--- config.mk ---
export PLATFORM = sky130hd
export DESIGN_NAME = alu_share_arbiter
export DESIGN_NICKNAME = d
export VERILOG_FILES = /design/src/rtl/alu_share_arbiter.sv
export SDC_FILE = /design/constraint.sdc
export NUM_CORES = 1
export LEC_CHECK = 0
export BUFFER_PORTS_ARGS = -buffer_cell sky130_fd_sc_hd__buf_2
export CORE_MARGIN = 2
export CORE_UTILIZATION = 41
export DETAILED_ROUTE_END_ITERATION = 10
export PLACE_DENSITY = 0.85
export SLEW_MARGIN = 25
export SYNTH_ARGS = -nofsm -noshare
export SYNTH_HDL_FRONTEND = slang
export SYNTH_SLANG_ARGS = --single-unit
--- constraint.sdc ---
create_clock -name clk -period 1.4 [get_ports clk]
set_input_delay 0.14 -clock clk [delete_from_list [all_inputs] [get_ports clk]]
set_output_delay 0.14 -clock clk [all_outputs]
set_load 0.01 [all_outputs]
--- src/rtl/alu_share_arbiter.sv ---
// alu_share_arbiter: round-robin sharing of one ALU by two requesters; ALU_ARB_ILLEGAL_EN flags unknown functs via rsp_err
module alu_share_arbiter #(
  parameter int WIDTH = 32,
  parameter int EXEC_CYCLES = 1
) (
  input  logic             clk,
  input  logic             rst_n,
  input  logic             req0_valid,
  output logic             req0_ready,
  input  logic [5:0]       req0_funct,
  input  logic [WIDTH-1:0] req0_a,
  input  logic [WIDTH-1:0] req0_b,
  input  logic             req1_valid,
  output logic             req1_ready,
  input  logic [5:0]       req1_funct,
  input  logic [WIDTH-1:0] req1_a,
  input  logic [WIDTH-1:0] req1_b,
  output logic [2:0]       alu_select,
  output logic [WIDTH-1:0] alu_a,
  output logic [WIDTH-1:0] alu_b,
  input  logic [WIDTH-1:0] alu_result,
  output logic             rsp_valid,
  input  logic             rsp_ready,
  output logic             rsp_id,
  output logic [WIDTH-1:0] rsp_data,
  output logic             rsp_err
);
  localparam int CW = $clog2(EXEC_CYCLES + 1);
`ifdef ALU_ARB_ILLEGAL_EN
  localparam bit ILLEGAL_EN = 1'b1;
`else
  localparam bit ILLEGAL_EN = 1'b0;
`endif
  typedef enum logic [1:0] {IDLE, EXEC, RESP} state_t;
  state_t state, state_nx;
  logic last_grant, id_q, grant, gid, dec_bad, skip;
  logic [2:0] dec_sel, sel_q;
  logic [5:0] funct;
  logic [WIDTH-1:0] a_q, b_q;
  logic [CW-1:0] cnt;
  assign grant = rst_n && state == IDLE && (req0_valid || req1_valid);
  assign gid = req1_valid && (!req0_valid || !last_grant);
  assign funct = gid ? req1_funct : req0_funct;
  assign req0_ready = grant && !gid;
  assign req1_ready = grant && gid;
  assign skip = ILLEGAL_EN && dec_bad;
  always_comb begin
    dec_bad = 1'b0;
    dec_sel = 3'd0;
    case (funct)
      6'h20: dec_sel = 3'd0;
      6'h22: dec_sel = 3'd1;
      6'h24: dec_sel = 3'd2;
      6'h25: dec_sel = 3'd3;
      6'h00: dec_sel = 3'd4;
      6'h02: dec_sel = 3'd5;
      6'h2A: dec_sel = 3'd6;
      default: dec_bad = 1'b1;
    endcase
  end
  assign state_nx = state == IDLE ? (grant ? (skip ? RESP : EXEC) : IDLE) :
                    state == EXEC ? (cnt == '0 ? RESP : EXEC) :
                    (rsp_ready ? IDLE : RESP);
  assign alu_select = state == EXEC ? sel_q : 3'd0;
  assign alu_a = state == EXEC ? a_q : '0;
  assign alu_b = state == EXEC ? b_q : '0;
  assign rsp_valid = state == RESP;
  always_ff @(posedge clk) begin
    if (!rst_n) begin
      state <= IDLE;
      last_grant <= 1'b1;
      cnt <= '0;
      sel_q <= 3'd0;
      a_q <= '0;
      b_q <= '0;
      id_q <= 1'b0;
      rsp_id <= 1'b0;
      rsp_data <= '0;
      rsp_err <= 1'b0;
    end else begin
      state <= state_nx;
      if (grant) begin
        last_grant <= gid;
        id_q <= gid;
        sel_q <= dec_sel;
        a_q <= gid ? req1_a : req0_a;
        b_q <= gid ? req1_b : req0_b;
        cnt <= CW'(EXEC_CYCLES - 1);
        rsp_err <= skip;
        if (skip) begin
          rsp_id <= gid;
          rsp_data <= '0;
        end
      end else if (state == EXEC) begin
        cnt <= cnt - 1'b1;
        if (cnt == '0) begin
          rsp_id <= id_q;
          rsp_data <= alu_result;
        end
      end
    end
  end
endmodule
==> results of run 1 <==
[final timing paths]
path	from	to	slack, ns	depth (start not counted)
max reg2reg	state[1]$_SDFF_PP0_	rsp_data[24]$_SDFFE_PN0P_	-0.16	7
min reg2reg	rsp_data[22]$_SDFFE_PN0P_	rsp_data[22]$_SDFFE_PN0P_	0.45	2
max	state[0]$_SDFF_PN0_	req0_ready	-0.26	3
min	alu_result[25]	rsp_data[25]$_SDFFE_PN0P_	0.03	3
[cell type report]
cell class / instances / area (sq um)
Fill cell: 944 / 4010
Multi-Input combinational cell: 471 / 3030
Timing Repair Buffer: 340 / 2430
Sequential cell: 105 / 2100
Clock buffer: 13 / 280
Tap cell: 168 / 210
Clock inverter: 2 / 35.0
Inverter: 2 / 7.51
[synthesized netlist by cell type, drive strengths merged]
cell type	number
and2	67
dfxtp	105
o211a	64
nor2	10
conb	1
a31o	3
nand3	69
a32oi	1
o22ai	1
nand2	197
nor3b	3
nor4b	1
and4b	2
a21oi	3
buf	33
or4b	1
and2b	1
a2bb2oi	1
a31oi	1
nand2b	2
inv	2
o21ai	4
a21boi	34
nor4	1
o41ai	1
clkbuf	23
a21bo	1
o221a	1
nor3	1
[kinds of logic (layout without fill, tap and decap cells)]
family	after synthesis	after routing	synth area share, %
compound gates	115	115	20.2
buf+inv	58	357	6.00
flops	105	105	41.1
other cells	1	1	0.0734
simple gates	355	355	32.6
[sequential cells by signal, indices dropped and copies added (netlist names)]
signal and count:
rsp_data 32, last_grant 1, id_q 1, cnt 1, a_q 32, b_q 32
state 2, sel_q 3, rsp_id 1
[layer usage]
metal	vias to the layer above	GRT usage (%)	share of wire, %
li1	2734	-	-
met1	2639	29.2	39
met2	270	42.4	49
met3	41	6.69	8.9
met4	0	10.1	2.9
met5	-	0	0
[per-stage QoR]
stage                     cells  hold slack (ns)  TNS (ns)
after floorplan             634            0.275         0
after global placement     1055            0.388     -1.14
after detailed placement   1055            0.386     -3.88
after CTS                  1105           0.0197    -21.83
after global routing       1101           0.0271    -31.91
final                      1101           0.0288    -19.32
[power groups by stage]
stage          clock network, W  logic, W  registers [W]
2_1_floorplan                 0   0.00105        0.00351
3_3_place_gp                  0   0.00183        0.00349
3_5_place_dp                  0   0.00187        0.00350
4_1_cts                 0.00270   0.00255        0.00344
5_1_grt                 0.00285   0.00275        0.00348
6_report                0.00268   0.00256        0.00345
[repair_timing]
| action | in CTS | in global routing |
|---|---|---|
| gates resized for setup | 82 | 52 |
| setup endpoints to repair | 133 | 169 |
| pin swaps | 2 | 6 |
| buffers inserted | 18 | 5 |
| cloned | 17 | 2 |
[worst min-delay path, cell delays in order]
cell	delay [ns]
sky130_fd_sc_hd__buf_2	0.10
sky130_fd_sc_hd__nand2_1	0.04
sky130_fd_sc_hd__a21boi_1	0.05
==> metrics.sh, run 1 <==
CTS_NUM_SINKS=105
HTREEDEPTH=3
VIA_COUNT_OF_THE_FIRST_GLOBAL_ROUTING_PASS=5412
SYNTHTOLAYOUTAREAGROWTH_PCT=58.6
DETAIL_ROUTE.ITER0.VIOLATIONS=377
YOSYS_WARNINGS=0
SYNTH_NETS=811
FAILED_CHECKS='negative setup slack'
TIGHTEST_SLEW_NS=0.543
SYNTH_AREA_LEADER_CELL='sky130_fd_sc_hd__dfxtp_1'
SYNTHESIS.INSTANCES=634
POST-SYNTH-TOP-AREA-FRACTION_PCT=41.1
CLKLATENCYLATEPIN_NS=0.34
CP_SLOWEST_STAGE_DELAY_NS=0.59
CLK_TRANSITION_REPORTED_PATHS_NS=0.07
CP.REQUIRED_NS=1.26
FINAL_MAX_SLEW_VIOL_COUNT=0
MAXIMUM_NUMBER_OF_PINS_ON_ONE_NET_BEFORE_GLOBAL_ROUTE_REPAIR=55
PLACEABLECOREAREA_SQ_UM=12100
POST-ROUTE-MIN-PERIOD_NS=1.66
WORSTSETUPPATHTYPE='flop to primary output'
POWER.TOTAL_W=0.00869
DR_WL_CELL_UM=16.2
PATH_CELLS='or4b_4 > nor2_1 > buf_2'
CTS_MADE_BUFFERS=9
LEADING_POST_SYNTHESIS_CELLS_BY_CELL_AREA='sky130_fd_sc_hd__dfxtp_1, sky130_fd_sc_hd__nand2_1, sky130_fd_sc_hd__o211a_1'
NUMBER_OF_ROWS_IN_THE_CORE_AREA=40
DETAIL_ROUTE.DRC_VIOLATIONS=0
FLOORPLAN.DIE.WIDTH_UM=116
SETUP_VIOL=164
INTERNAL-POWER_W=0.00619
CAP_VIOL_MAX_COUNT=0
FINISH.INSTANCE_AREA_SQ_UM=8100
CLK_PATH_BUF_DEPTH=2
NUM_IO_PINS=281
REMAINING_MAX_SLEW_BUDGET_AT_THE_TIGHTEST_PIN_PCT=63.8
POWER.SWITCHING_FRACTION_PCT=28.8
LAYOUT.CELLS.MOST_COMMON_LIST='sky130_fd_sc_hd__buf_2, sky130_fd_sc_hd__nand2_1, sky130_fd_sc_hd__dfxtp_1'
CP-END-KIND='primary output'
DETAILED_PLACE.AREA_SQ_UM=6800
POST-ROUTE-WORST-SETUP-SLACK_NS=-0.259
ANTENNA_CELLS=0
VDD_DROP_MAX_uV=753
POSTSYNTHREGISTERBITS=105
WORSTPATHARRIVAL_NS=1.52
LEAKAGE_nW=4.46
POWERDENSITY_nW_PER_UM2=1070
TOTAL_DIE_AREA_SQ_UM=13400
COMBPWRFRAC_PCT=29.5
PLACE.PORT_BUFFERS=279
DRT-TOTAL-WL_UM=17800
HOLD_PATH.CLASS='input port to flop'
FINAL_LAYOUT_SIZE_SUFFIX_GT1_SHARE_PCT=46.7
POST_SYNTH.CELL_AREA_AVG_SQ_UM=8.06
FINISHED_CORE_UTIL_PCT=66.9
SETUP.WORST_PATH.START_CLASS='flop'
CTS.HOLD.BUFFERS_ADDED=0
FINAL_HOLD_FAILS=0
POWER.SWITCHING_W=0.00251
WORST_PATH_DOMINANT_CELL_FAMILY='simple AND/OR/NAND/NOR gates'
NUMBER_OF_ANTENNA_VIOLATIONS_AT_THE_FIRST_CHECK_IN_GLOBAL_ROUTING=0
VIAS=5684
CTS_TREE='yes'
ACHIEVABLE-FREQUENCY_MHz=603
CP.BUFFERS_INVERTERS=1
SEQPWRFRAC_PCT=39.7
FIN_SKEW_NS=0.00362
GRT_FIRST_PASS_WIRELENGTH_UM=26100
FIRST_PASS_ITERS=6
GLOBALPLACE.CONGESTION=0.809
OUTCOME='finished, violations left'
MAPPEDNETLISTAREA_SQ_UM=5110
FINAL_COMMON_CELL='sky130_fd_sc_hd__buf_2'
MIN_PERIOD_OVER_PERIOD_PCT=118
GRT_USAGE_PCT=24.7
WORSTPATHMAXFANOUT=5
DETAILED_PLACE_HPWL_UM=10900
DRT-VIAS-PER-INSTANCE=5.16
PLACE_WS_NS=-0.0897
DIE_Y_UM=116
ROUTE.ANTENNA.REMAINING_NETS=0
RSZ0062_AT_GRT='yes'
SYNTH-SEQ-AREA-SHARE_PCT=41.1
INITIAL_STANDARD_CELL_UTILIZATION_OF_THE_CORE_PCT=42.2
CLOCK_POWER_SHARE_PCT=30.9
ROOT_BUFFER='sky130_fd_sc_hd__clkbuf_16'
SYNTH_CELL_TYPE_COUNT=38
FINISH.NET_COUNT=1106
GRT_REMAINING_OVERFLOW=0
CRITICAL-PATH-SLOWEST-CELL='sky130_fd_sc_hd__or4b_4'
Note: power is estimated with default switching activity, not from simulation.
==> inputs of run 2 (changes only) <==
--- a/config.mk
+++ b/config.mk
@@ -6,7 +6,6 @@
 export NUM_CORES = 1
 export LEC_CHECK = 0
 export BUFFER_PORTS_ARGS = -buffer_cell sky130_fd_sc_hd__buf_2
-export CORE_MARGIN = 2
 export CORE_UTILIZATION = 41
 export DETAILED_ROUTE_END_ITERATION = 10
 export PLACE_DENSITY = 0.85
==> metrics.sh, run 2 (synthesis gave the netlist of run 1 again) <==
OUTCOME='finished, violations left'
FAILED_CHECKS='negative setup slack'
CAP_VIOL_MAX_COUNT=0
CP_SLOWEST_STAGE_DELAY_NS=0.36
CP.BUFFERS_INVERTERS=2
FINAL_HOLD_FAILS=0
CLK_PATH_BUF_DEPTH=2
FIRST_PASS_ITERS=4
NUM_IO_PINS=281
PLACEABLECOREAREA_SQ_UM=12100
TOTAL_DIE_AREA_SQ_UM=12900
DETAIL_ROUTE.ITER0.VIOLATIONS=345
REG2REG_START='state[1]$_SDFF_PP0_'
SOURCE_OF_THE_WORST_HOLD_TIMING_PATH='alu_result[26]'
FIN_SKEW_NS=0.00513
PLACE.PORT_BUFFERS=279
FINAL_LAYOUT_SIZE_SUFFIX_GT1_SHARE_PCT=48.5
WORSTSETUPPATHTYPE='flop to primary output'
VDD_DROP_MAX_uV=940
HOLD_PATH_END='rsp_data[26]$_SDFFE_PN0P_'
SETUP_TNS_FINAL_NS=-22.73
WORSTPATHMAXFANOUT=22
SETUP.WORST_PATH.START_CLASS='flop'
CP-END-KIND='primary output'
MIN_PERIOD_OVER_PERIOD_PCT=119
WORST_PATH_DOMINANT_CELL_FAMILY='simple AND/OR/NAND/NOR gates'
BIGGESTREGSBYFLOPS='a_q (32), b_q (32), rsp_data (32)'
WORSTHOLDPATHCELLS=3
TIMING.REG2REG.WORST_PATH_DEPTH=7
FINAL_MAX_SLEW_VIOL_COUNT=0
POWERDENSITY_nW_PER_UM2=1060
DETAILED_PLACE_HPWL_UM=10700
DIE_Y_UM=114
POST-ROUTE-WORST-SETUP-SLACK_NS=-0.265
DR_WL_CELL_UM=15.6
HOLD_PATH.CLASS='input port to flop'
TIGHTEST_SLEW_NS=0.609
LAYOUT.CELLS.MOST_COMMON_LIST='sky130_fd_sc_hd__buf_2, sky130_fd_sc_hd__nand2_1, sky130_fd_sc_hd__dfxtp_1'
SYNTHTOLAYOUTAREAGROWTH_PCT=60.3
RR_ENDPOINT='a_q[1]$_SDFFE_PN0P_'
FINISH.NET_COUNT=1110
HTREEDEPTH=3
CTS_TREE='yes'
DETAIL_ROUTE.DRC_VIOLATIONS=0
ACHIEVABLE-FREQUENCY_MHz=601
WORSTPATHARRIVAL_NS=1.52
CTS_MADE_BUFFERS=9
CLKLATENCYLATEPIN_NS=0.34
PATH_CELLS='and2b_4 > buf_12 > and2_1 > buf_2'
GRT_FIRST_PASS_WIRELENGTH_UM=23500
FLOORPLAN.DIE.WIDTH_UM=114
VIAS=5704
SETUP_VIOL=134
REMAINING_MAX_SLEW_BUDGET_AT_THE_TIGHTEST_PIN_PCT=59.4
LEAKAGE_nW=4.47
FINISHED_CORE_UTIL_PCT=67.9
NUMBER_OF_ROWS_IN_THE_CORE_AREA=40
DRT-TOTAL-WL_UM=17300
GRT_REMAINING_OVERFLOW=0
VIA_COUNT_OF_THE_FIRST_GLOBAL_ROUTING_PASS=5014
GLOBALPLACE.CONGESTION=0.826
ROUTE.ANTENNA.REMAINING_NETS=0
RSZ0062_AT_GRT='yes'
GRT_USAGE_PCT=22.9
MAXIMUM_NUMBER_OF_PINS_ON_ONE_NET_BEFORE_GLOBAL_ROUTE_REPAIR=59
CLK_TRANSITION_REPORTED_PATHS_NS=0.07
SETUP.REG_TO_REG.WORST_SLACK_NS=-0.17
CTS_NUM_SINKS=105
ROOT_BUFFER='sky130_fd_sc_hd__clkbuf_16'
FINAL_COMMON_CELL='sky130_fd_sc_hd__buf_2'
CRITICAL-PATH-SLOWEST-CELL='sky130_fd_sc_hd__and2b_4'
DRT-VIAS-PER-INSTANCE=5.17
INITIAL_STANDARD_CELL_UTILIZATION_OF_THE_CORE_PCT=42.4
POST-ROUTE-MIN-PERIOD_NS=1.66
NUMBER_OF_ANTENNA_VIOLATIONS_AT_THE_FIRST_CHECK_IN_GLOBAL_ROUTING=0
CTS.HOLD.BUFFERS_ADDED=0
CP.REQUIRED_NS=1.26
ANTENNA_CELLS=0
==> run 2: changes by cell type in the layout (fill, tap and decap cells not counted), sizes merged <==
| cell | previous run | this run |
|---|---|---|
| clkinv | 1 | 0 |
| bufinv | 1 | 2 |
| buf | 339 | 334 |
| clkinvlp | 0 | 3 |
| clkbuf | 14 | 19 |
==> run 2: through the flow <==
step | power [W] | area (sq um) | worst slack (ns) | hold WS (ns) | cells
CTS | 0.00810 | 7220 | -0.276 | 0.0199 | 1074
detailed placement | 0.00534 | 6760 | -0.0756 | 0.391 | 1056
finish | 0.00865 | 8200 | -0.265 | 0.0323 | 1104
global route | 0.00904 | 8200 | -0.324 | 0.0286 | 1104
floorplan | 0.00456 | 5110 | 0.0566 | 0.275 | 634
global placement | 0.00530 | 6760 | -0.0916 | 0.383 | 1056
==> run 2: layout make-up <==
type                       count  area (sq um)
tap                          168           210
sequential                   105          2110
inverter                       2          7.51
timing repair buffer         344          2480
clock inverter                 5          82.6
clock buffer                   9           225
multi-input combinational    471          3090
fill                         944          3870
==> run 2: timing repair <==
item                                    in CTS  in global routing
buffers inserted                             2                 18
gates cloned                                 2                 13
gates resized for setup                     17                134
pin swaps                                    3                 12
endpoints found under the setup margin      86                137
==> run 2: worst max path at each step <==
stage / start / endpoint / slack [ns] / depth (start not counted)
5_1_grt: state[1]$_SDFF_PP0_ / alu_a[10] / -0.32 / 4
2_1_floorplan: state[0]$_SDFF_PN0_ / req0_ready / 0.06 / 3
3_3_place_gp: state[0]$_SDFF_PN0_ / req0_ready / -0.09 / 3
3_5_place_dp: state[0]$_SDFF_PN0_ / req0_ready / -0.08 / 3
6_report: state[1]$_SDFF_PP0_ / alu_a[10] / -0.26 / 4
4_1_cts: state[1]$_SDFF_PP0_ / alu_b[9] / -0.28 / 5
==> run 2: worst register-to-register path: stages (launching register included) <==
cell and delay [ns]:
sky130_fd_sc_hd__dfxtp_4 0.35, sky130_fd_sc_hd__buf_4 0.13, sky130_fd_sc_hd__nor4b_4 0.27, sky130_fd_sc_hd__buf_6 0.17, sky130_fd_sc_hd__buf_12 0.16, sky130_fd_sc_hd__clkbuf_16 0.18, sky130_fd_sc_hd__nand3_2 0.08, sky130_fd_sc_hd__o211a_1 0.13
==> run 2: report_power, final <==
part           total, W  switching, W  internal, W
Sequential      0.00346      0.000164      0.00329
Clock           0.00268       0.00113      0.00155
Combinational   0.00251       0.00120      0.00131
Total           0.00865       0.00250      0.00615
==> run 2: per-layer routing <==
layer,track usage [%],share of wire (%),vias up
met5,0,0,-
met4,7.19,1.6,0
met3,8.08,8.8,26
met2,40.6,51,252
met1,25.5,39,2698
li1,-,-,2728
